--- config.mk ---
export PLATFORM = sky130hd
export DESIGN_NAME = uart_rx_param
export DESIGN_NICKNAME = d
export VERILOG_FILES = /design/src/rtl/uart_pkg.sv /design/src/rtl/uart_rx_sync.sv /design/src/rtl/uart_rx_param.sv
export SDC_FILE = /design/constraint.sdc
export NUM_CORES = 1
export LEC_CHECK = 0
export BUFFER_PORTS_ARGS = -buffer_cell sky130_fd_sc_hd__buf_2
export CAP_MARGIN = 0
export CORE_MARGIN = 2
export CORE_UTILIZATION = 62
export CTS_CLUSTER_SIZE = 30
export DETAILED_ROUTE_END_ITERATION = 7
export GPL_TIMING_DRIVEN = 0
export HOLD_SLACK_MARGIN = 0.15
export MAX_ROUTING_LAYER = met4
export PLACE_DENSITY = 0.83
export SLEW_MARGIN = 15
export SYNTH_ARGS = -nofsm -noshare
export SYNTH_HDL_FRONTEND = slang
export SYNTH_HIERARCHICAL = 1
export SYNTH_SLANG_ARGS = --single-unit
--- constraint.sdc ---
create_clock -name clk -period 4.65 [get_ports clk]
set_input_delay 0.2325 -clock clk [delete_from_list [all_inputs] [get_ports clk]]
set_output_delay 0.2325 -clock clk [all_outputs]
set_load 0.01 [all_outputs]
--- src/rtl/uart_pkg.sv ---
// Shared definitions for the parametrised UART receiver.
//   state_t   : receiver FSM encoding (3 bits)
//   PAR_EVEN / PAR_ODD : parity-mode values for the PARITY_ODD parameter
//   clog2     : ceiling log2, usable in constant expressions
package uart_pkg;

  typedef enum logic [2:0] {
    IDLE      = 3'd0,
    START     = 3'd1,
    DATA      = 3'd2,
    PARITY    = 3'd3,
    STOP      = 3'd4,
    DONE      = 3'd5,
    WAIT_HIGH = 3'd6
  } state_t;

  localparam int PAR_EVEN = 0;
  localparam int PAR_ODD  = 1;

  function automatic int clog2(input int value);
    int r;
    r = 0;
    while ((1 << r) < value) r++;
    return r;
  endfunction

endpackage

--- src/rtl/uart_rx_sync.sv ---
// Two-flop synchroniser for the asynchronous serial line.
//   clk     : system clock
//   reset   : synchronous, active-high; both flops reset to 1 (line idle)
//   rx      : asynchronous serial input
//   rx_sync : synchronised copy of rx, two clk cycles late
module uart_rx_sync (
  input  logic clk,
  input  logic reset,
  input  logic rx,
  output logic rx_sync
);

  logic meta;

  always_ff @(posedge clk) begin
    if (reset) begin
      meta    <= 1'b1;
      rx_sync <= 1'b1;
    end else begin
      meta    <= rx;
      rx_sync <= meta;
    end
  end

endmodule

--- src/rtl/uart_rx_param.sv ---
// Parametrised UART receiver: synchroniser, control FSM and datapath.
// Samples each bit at mid-bit and delivers a frame as a one-cycle rx_valid
// strobe together with framing and parity error flags.
//
// Optional feature macro: UART_RX_PARITY_EN (adds a parity bit after the data).
//
// Ports:
//   clk        : system clock
//   reset      : synchronous, active-high, legal mid-frame
//   rx         : asynchronous serial line, idle high
//   rx_byte    : received data, held until the next frame completes
//   rx_valid   : one-cycle strobe, frame complete
//   frame_err  : a stop-bit sample was 0 (qualified by rx_valid)
//   parity_err : parity mismatch (qualified by rx_valid; 0 without parity)
//   busy       : FSM not in IDLE
//
// Handshake: rx_valid is a pure strobe with no back-pressure; rx_byte,
// frame_err and parity_err change only in the cycle rx_valid is high and
// hold until the next strobe.
module uart_rx_param
  import uart_pkg::*;
#(
  parameter int CLKS_PER_BIT = 16,
  parameter int DATA_BITS    = 8,
  parameter int STOP_BITS    = 1,
  parameter int PARITY_ODD   = 0
) (
  input  logic                 clk,
  input  logic                 reset,
  input  logic                 rx,
  output logic [DATA_BITS-1:0] rx_byte,
  output logic                 rx_valid,
  output logic                 frame_err,
  output logic                 parity_err,
  output logic                 busy
);

  localparam int HALF = (CLKS_PER_BIT - 1) / 2;
  localparam int CW   = clog2(CLKS_PER_BIT);
  localparam int IW   = clog2(DATA_BITS + 1);

  if (CLKS_PER_BIT < 4 || DATA_BITS < 5 || DATA_BITS > 9 ||
      STOP_BITS < 1 || STOP_BITS > 2 ||
      (PARITY_ODD != PAR_EVEN && PARITY_ODD != PAR_ODD)) begin : g_bad_params
    $error("uart_rx_param: illegal parameter set");
  end

  logic rx_sync;

  uart_rx_sync u_sync (
    .clk     (clk),
    .reset   (reset),
    .rx      (rx),
    .rx_sync (rx_sync)
  );

  state_t               state, state_next;
  logic [CW-1:0]        clk_cnt, clk_cnt_next;
  logic [IW-1:0]        bit_idx, bit_idx_next;
  logic [DATA_BITS-1:0] shreg, shreg_next;
  logic                 ferr, ferr_next;
  logic [DATA_BITS-1:0] rx_byte_next;
  logic                 rx_valid_next;
  logic                 frame_err_next;
  logic                 bit_tick;

`ifdef UART_RX_PARITY_EN
  logic perr, perr_next;
  logic parity_err_next;
`endif

  assign bit_tick = (clk_cnt == CW'(CLKS_PER_BIT - 1));
  assign busy     = (state != IDLE);

  always_ff @(posedge clk) begin
    if (reset) begin
      state     <= IDLE;
      clk_cnt   <= '0;
      bit_idx   <= '0;
      shreg     <= '0;
      ferr      <= 1'b0;
      rx_byte   <= '0;
      rx_valid  <= 1'b0;
      frame_err <= 1'b0;
    end else begin
      state     <= state_next;
      clk_cnt   <= clk_cnt_next;
      bit_idx   <= bit_idx_next;
      shreg     <= shreg_next;
      ferr      <= ferr_next;
      rx_byte   <= rx_byte_next;
      rx_valid  <= rx_valid_next;
      frame_err <= frame_err_next;
    end
  end

`ifdef UART_RX_PARITY_EN
  always_ff @(posedge clk) begin
    if (reset) begin
      perr       <= 1'b0;
      parity_err <= 1'b0;
    end else begin
      perr       <= perr_next;
      parity_err <= parity_err_next;
    end
  end
`else
  assign parity_err = 1'b0;
`endif

  always_comb begin
    state_next     = state;
    clk_cnt_next   = clk_cnt;
    bit_idx_next   = bit_idx;
    shreg_next     = shreg;
    ferr_next      = ferr;
    rx_byte_next   = rx_byte;
    rx_valid_next  = 1'b0;
    frame_err_next = frame_err;
`ifdef UART_RX_PARITY_EN
    perr_next       = perr;
    parity_err_next = parity_err;
`endif

    case (state)
      IDLE: begin
        if (!rx_sync) begin
          state_next   = START;
          clk_cnt_next = '0;
        end
      end

      START: begin
        if (clk_cnt == CW'(HALF)) begin
          if (!rx_sync) begin
            state_next   = DATA;
            clk_cnt_next = '0;
            bit_idx_next = '0;
            ferr_next    = 1'b0;
`ifdef UART_RX_PARITY_EN
            perr_next    = 1'b0;
`endif
          end else begin
            // Start bit did not survive to mid-bit: treat as a glitch.
            state_next = IDLE;
          end
        end else begin
          clk_cnt_next = clk_cnt + CW'(1);
        end
      end

      DATA: begin
        if (bit_tick) begin
          clk_cnt_next = '0;
          // LSB arrives first, so shifting in at the MSB leaves it at bit 0.
          shreg_next   = {rx_sync, shreg[DATA_BITS-1:1]};
          bit_idx_next = bit_idx + IW'(1);
          if (bit_idx == IW'(DATA_BITS - 1)) begin
            bit_idx_next = '0;
`ifdef UART_RX_PARITY_EN
            state_next   = PARITY;
`else
            state_next   = STOP;
`endif
          end
        end else begin
          clk_cnt_next = clk_cnt + CW'(1);
        end
      end

`ifdef UART_RX_PARITY_EN
      PARITY: begin
        if (bit_tick) begin
          clk_cnt_next = '0;
          perr_next    = ((^shreg) ^ rx_sync) != PARITY_ODD[0];
          state_next   = STOP;
        end else begin
          clk_cnt_next = clk_cnt + CW'(1);
        end
      end
`endif

      STOP: begin
        if (bit_tick) begin
          clk_cnt_next = '0;
          bit_idx_next = bit_idx + IW'(1);
          if (!rx_sync) ferr_next = 1'b1;
          if (bit_idx == IW'(STOP_BITS - 1)) begin
            // Outputs are loaded on entry to DONE so that rx_valid and the
            // new data/error values are visible during the DONE cycle.
            state_next     = DONE;
            rx_valid_next  = 1'b1;
            rx_byte_next   = shreg;
            frame_err_next = ferr | ~rx_sync;
`ifdef UART_RX_PARITY_EN
            parity_err_next = perr;
`endif
          end
        end else begin
          clk_cnt_next = clk_cnt + CW'(1);
        end
      end

      DONE: begin
        // A frame error usually means a break; wait for the line to go high
        // so a stuck-low line yields a single errored frame.
        state_next   = ferr ? WAIT_HIGH : IDLE;
        bit_idx_next = '0;
      end

      WAIT_HIGH: begin
        if (rx_sync) state_next = IDLE;
      end

      default: state_next = IDLE;
    endcase
  end

endmodule

## Word level (Yosys, flattened, before mapping)

Cells that the tools add are included.

| cells by class | value |
|---|---|
| $add $sub $neg | 2 |
| equality and inequality tests | 17 |
| mux-type cells | 26 |
| bitwise logic cells | 4 |
| reductions and logical operators | 13 |

Operator list:

| cell | count |
|---|---|
| two-way mux 4 bit | 8 |
| two-way mux 3 bit | 8 |
| case mux 3 bit (6 select lines) | 1 |
| != test 2 bit (second input constant) | 8 |
| case mux 4 bit (4 select lines) | 1 |
| case mux 4 bit (3 select lines) | 1 |
| AND reduction 5 bit | 2 |
| == test 3 bit (second input constant) | 3 |
| adder 4 x 1 -> 4 bit (second input constant) | 2 |
| == test 4 x 3 -> 1 bit (second input constant) | 2 |
| AND reduction 7 bit | 1 |
| nonzero test 3 bit | 2 |
| two-way mux 1 bit | 5 |
| == test 4 bit (second input constant) | 1 |
| zero test 4 bit | 1 |
| nonzero test 4 bit | 1 |
| == test 3 x 1 -> 1 bit (second input constant) | 1 |
| == test 3 x 2 -> 1 bit (second input constant) | 1 |
| zero test 3 bit | 1 |
| NOT 1 bit | 3 |
| AND reduction 3 bit | 1 |
| OR reduction 3 bit | 1 |
| two-way mux 2 bit | 1 |
| != test 2 x 1 -> 1 bit (second input constant) | 1 |
| other kinds (5) | 5 |

| storage, ports and cells | value |
|---|---|
| flip-flop bits (word level) | 32 |
| input bits | 3 |
| logic and storage cells | 72 |

## Logic depth before layout (Yosys ltp)

| logic depth | value |
|---|---|
| word-level depth | 4 |
| depth in mapped cells | 7 |

## By module

Netlist, hierarchy kept.

Modules (own cells, without submodules):

| module | times used | cells each | area each (um^2) | sequential area each (um^2) |
|---|---|---|---|---|
| uart_rx_param | 1 | 177 | 1541.5 | 600.6 |
| uart_rx_sync | 1 | 4 | 52.6 | 40.0 |

## Worst setup path after synthesis

Ideal clock, no wire load.

| path | value |
|---|---|
| path kind | register -> register |
| start | register bit_idx[0] |
| end | register state[0] |
| arrival time | 1552 ps |
| data required time | 4522 ps |
| slack | 2970 ps |
| cell stages (with the launch flop) | 8 |
| path buffers | 0 |
| cells stage by stage | dfxtp_1 > inv_1 > ha_1 > or3b_1 > a32o_2 > a211oi_4 > mux2i_1 > nor2_1 |

| on the way | value |
|---|---|
| word-level cells in the longest chain between the ends | 3 |
| elaborated cells between the ends (all ways) | 5 |
| classes of those cells | eq/ne (3); reduce/logical (2) |

RTL lines:

| element | RTL line | RTL |
|---|---|---|
| start: declaration | uart_rx_param.sv:59 | `logic [IW-1:0] bit_idx, bit_idx_next;` |
| start signal: assignment | uart_rx_param.sv:88 | `bit_idx <= bit_idx_next;` |
| == test 4 x 3 -> 1 bit / zero test 4 bit (equally long branches) | uart_rx_param.sv:158, uart_rx_param.sv:188 |  |
| != test 2 bit (no line) | - |  |
| AND reduction 7 bit (no line) * | - |  |
| end signal: assignment | uart_rx_param.sv:86 | `state <= state_next;` |
| end: declaration | uart_rx_param.sv:57 | `state_t state, state_next;` |

Every way passes the cells marked *; elsewhere a longest branch is shown, timed or not.
A chain may end at the register's enable or synchronous reset.

## Worst setup path after layout

| path | value |
|---|---|
| start | register bit_idx[0] |
| end | register state[1] |

The elaborated chain is that of the path after synthesis.

==> impl_metrics.py <==
metrics = {
    "yosys": {
        "synth_area_um2": 1590,
        "ys_types": 47,
        "synth_top_area_share_pct": 40.2,
        "synthCells": 181,
        "synth_seq_area_share_pct": 40.2,
        "synth_nets": 187,
        "ys_ff_latch": 32,
        "synth_top_flop_cell": "dfxtp_1",
        "synth_largest_area_cell": "dfxtp_1",
        "async_reset_ff_share_pct": 0,
        "avgSynthCellArea_um2": 8.81,
        "ys.warnings.count": 6,
        "synth_edf_count": 0,
        "yosys-top-cells-area": "dfxtp_1 40%, mux2i_1 12%, nor2_1 6.6%",
    },
    "critical_path": {
        "crit_path_top_delay_cell": "dfxtp_1",
        "cp.arrival_ns": 2.05,
        "endpoint": "state[1]",
        "r2r_start": "bit_idx[0]",
        "r2r_end": "state[1]",
        "crit_fanout": 4,
        "critPathCaptureType": "flip-flop",
        "crit_start": "bit_idx[0]",
        "r2r_setup_slack_ns": 2.83,
        "max_stage_delay_ns": 0.35,
        "path_cells": "inv_1, ha_1, or3b_1, a32o_2, a211oi_4, mux2i_1, nor2_1",
        "reg2regPathDepth": 7,
        "crit_type": "reg2reg",
        "cp_data_required_time_ns": 4.88,
        "cp-start-kind": "flip-flop",
    },
    "timing": {
        "fin_crit_ns": 1.82,
        "timing.hold.ws_ns": 0.175,
        "slew_headroom_pct": 64.5,
        "fin_tns_setup_ns": 0,
        "timing_hold_violations_final": 0,
        "fmax_mhz": 550,
        "tightest_slew_ns": 0.533,
        "post-route-period-util_pct": 39.1,
        "drv_slew": 0,
        "setup_viol": 0,
        "fin_skew_ns": 0.0156,
        "rsz0062_at_grt": "false",
    },
    "finish": {
        "layout_common_cells": "32 x dfxtp_1, 28 x nor2_1, 19 x buf_2, 19 x mux2i_1, 10 x a21oi_1",
        "diodes": 0,
        "final_common_cell": "dfxtp_1",
        "final_cell_area_um2": 1800,
        "nets": 208,
        "seqCellArea_um2": 641,
        "utilization_pct": 73.4,
        "layout-drive-gt1-share_pct": 18.7,
        "area_delta_synth_final_pct": 13.0,
        "multiInputGateArea_um2": 863,
        "fillers": 175,
    },
    "outcome": {
        "status": "complete, no violations",
    },
    "placed_design": {
        "place_congestion": 0.872,
        "post_dp_cell_area_um2": 1700,
        "dp_hpwl_um": 2210,
        "place.port_buffers": 13,
    },
    "global_routing": {
        "overflow": 0,
        "grt_pass1_vias": 1191,
        "grt_pass1_wl_um": 5310,
        "grt_usage_pct": 26.0,
        "grt_max_degree": 11,
        "grt_antenna_before_repair": 0,
    },
    "floorplan": {
        "ios": 15,
        "start_util_pct": 64.9,
        "die-area_um2": 2990,
        "core_area_um2": 2450,
        "placementRows": 18,
        "die_y_um": 54.7,
        "dieWidth_um": 54.7,
    },
    "clock_tree": {
        "cts_made_buffers": 5,
        "cts_tree": "yes",
        "clk_pin_slew_worst_paths_ns": 0.11,
        "clock-sinks": 32,
        "cts_htree_levels": 2,
        "postCtsHoldBufs": 1,
        "clockBufferDepth": 2,
        "cts_setup_buffers": 0,
        "post_cts_resized": 0,
        "clkLatencyLatePin_ns": 0.34,
        "cts-root-buf": "clkbuf_4",
    },
    "power": {
        "leakagePower_uw": 0.000837,
        "power_uw": 678,
        "ir_worst_vdd_v": 0.000344,
        "powerDensity_nw_per_um2": 376,
    },
    "worst_hold_path": {
        "min_path_type": "in2reg",
        "hold_depth": 2,
    },
    "routing": {
        "dr.first_iter.drc_count": 20,
        "ant_nets": 0,
        "viasPerCell": 5.78,
        "wirelength_um": 3230,
        "drt-pass1-iter-count": 4,
        "wl_per_cell_um": 13.9,
        "drc": 0,
        "vias": 1346,
    },
    "job": {
        "maxCapViolCount": 0,
    },
}
worst min path at each step:
stage,start,end,slack [ns]
after floorplan,rx,u_sync/meta,0.33
after detailed placement,u_sync/meta,u_sync/rx_sync,0.41
after global routing,reset,u_sync/meta,0.20
after global placement,u_sync/meta,u_sync/rx_sync,0.40
final,reset,u_sync/meta,0.18
after CTS,reset,u_sync/meta,0.17
cells by family (layout without fill, tap and decap cells):
logic type	count (synthesis)	after routing	synth area share, %
adders and majority gates	4	4	3.06
xor gates and xnor gates	2	2	1.10
AOI/OAI and AO/OA	31	31	13.7
buffers and inverters	20	42	5.65
other	1	1	0.235
muxes	19	19	11.9
DFF	32	32	40.2
and+or+nand+nor	72	72	24.2
worst max-delay path, delay by kind of cell (launching register included):
kind,cells,cell delay (ns)
flops,1,0.35
buf+inv,1,0.08
mux,1,0.23
simple gates,2,0.40
compound gates,2,0.50
fa+ha+maj,1,0.16
final cells by class:
| cell class | count | share of cell area (%) |
|---|---|---|
| Multi-Input combinational cell | 129 | 47.9 |
| Sequential cell | 32 | 35.6 |
| Timing Repair Buffer | 14 | 4.17 |
| Clock buffer | 7 | 3.61 |
| Buffer | 13 | 3.54 |
| Tap cell | 30 | 2.08 |
| Clock inverter | 1 | 1.67 |
| Inverter | 7 | 1.46 |
power breakdown:
group	leakage, uW	switching [uW]	internal [uW]
logic	0.000527	89.9	61.3
clock network	0.0000515	96.8	143
registers	0.000258	4.74	283
total	0.000837	191	487
layer usage:
metal	share of wire, %	GRT usage (%)	vias to the layer above
met2	48	40.3	30
met3	4.8	6.56	8
met5	0	-	-
met1	45	31.5	640
met4	1.7	12.5	0
li1	-	-	668
cells in the mapped netlist, types with 2 or more instances:
master and n:
dfxtp_1 32, nor2_1 28, mux2i_1 19, a21oi_1 10, nand3_1 8, nand2_1 7, buf_2 6, inv_1 6
clkbuf_1 5, nand3b_1 4, nor3_1 4, o21ai_1 4, a31oi_1 3, ha_1 3, nand2b_1 3, and3_1 2
buf_4 2, nand4b_1 2, nor2b_1 2, o21ai_0 2, o41ai_1 2, or2_1 2
through the flow:
stage               setup slack, ns  cells
detailed placement             2.84    224
global placement               2.85    224
floorplan                      2.97    181
global route                   2.71    233
finish                         2.83    233
CTS                            2.83    233
registers in the layout (all words and copies together) (netlist names):
name	flops
state	3
frame_err	1
shreg	8
u_sync/rx_sync	1
bit_idx	4
u_sync/meta	1
rx_byte	8
ferr	1
clk_cnt	4
rx_valid	1
Power figures use the tool's default switching activity.
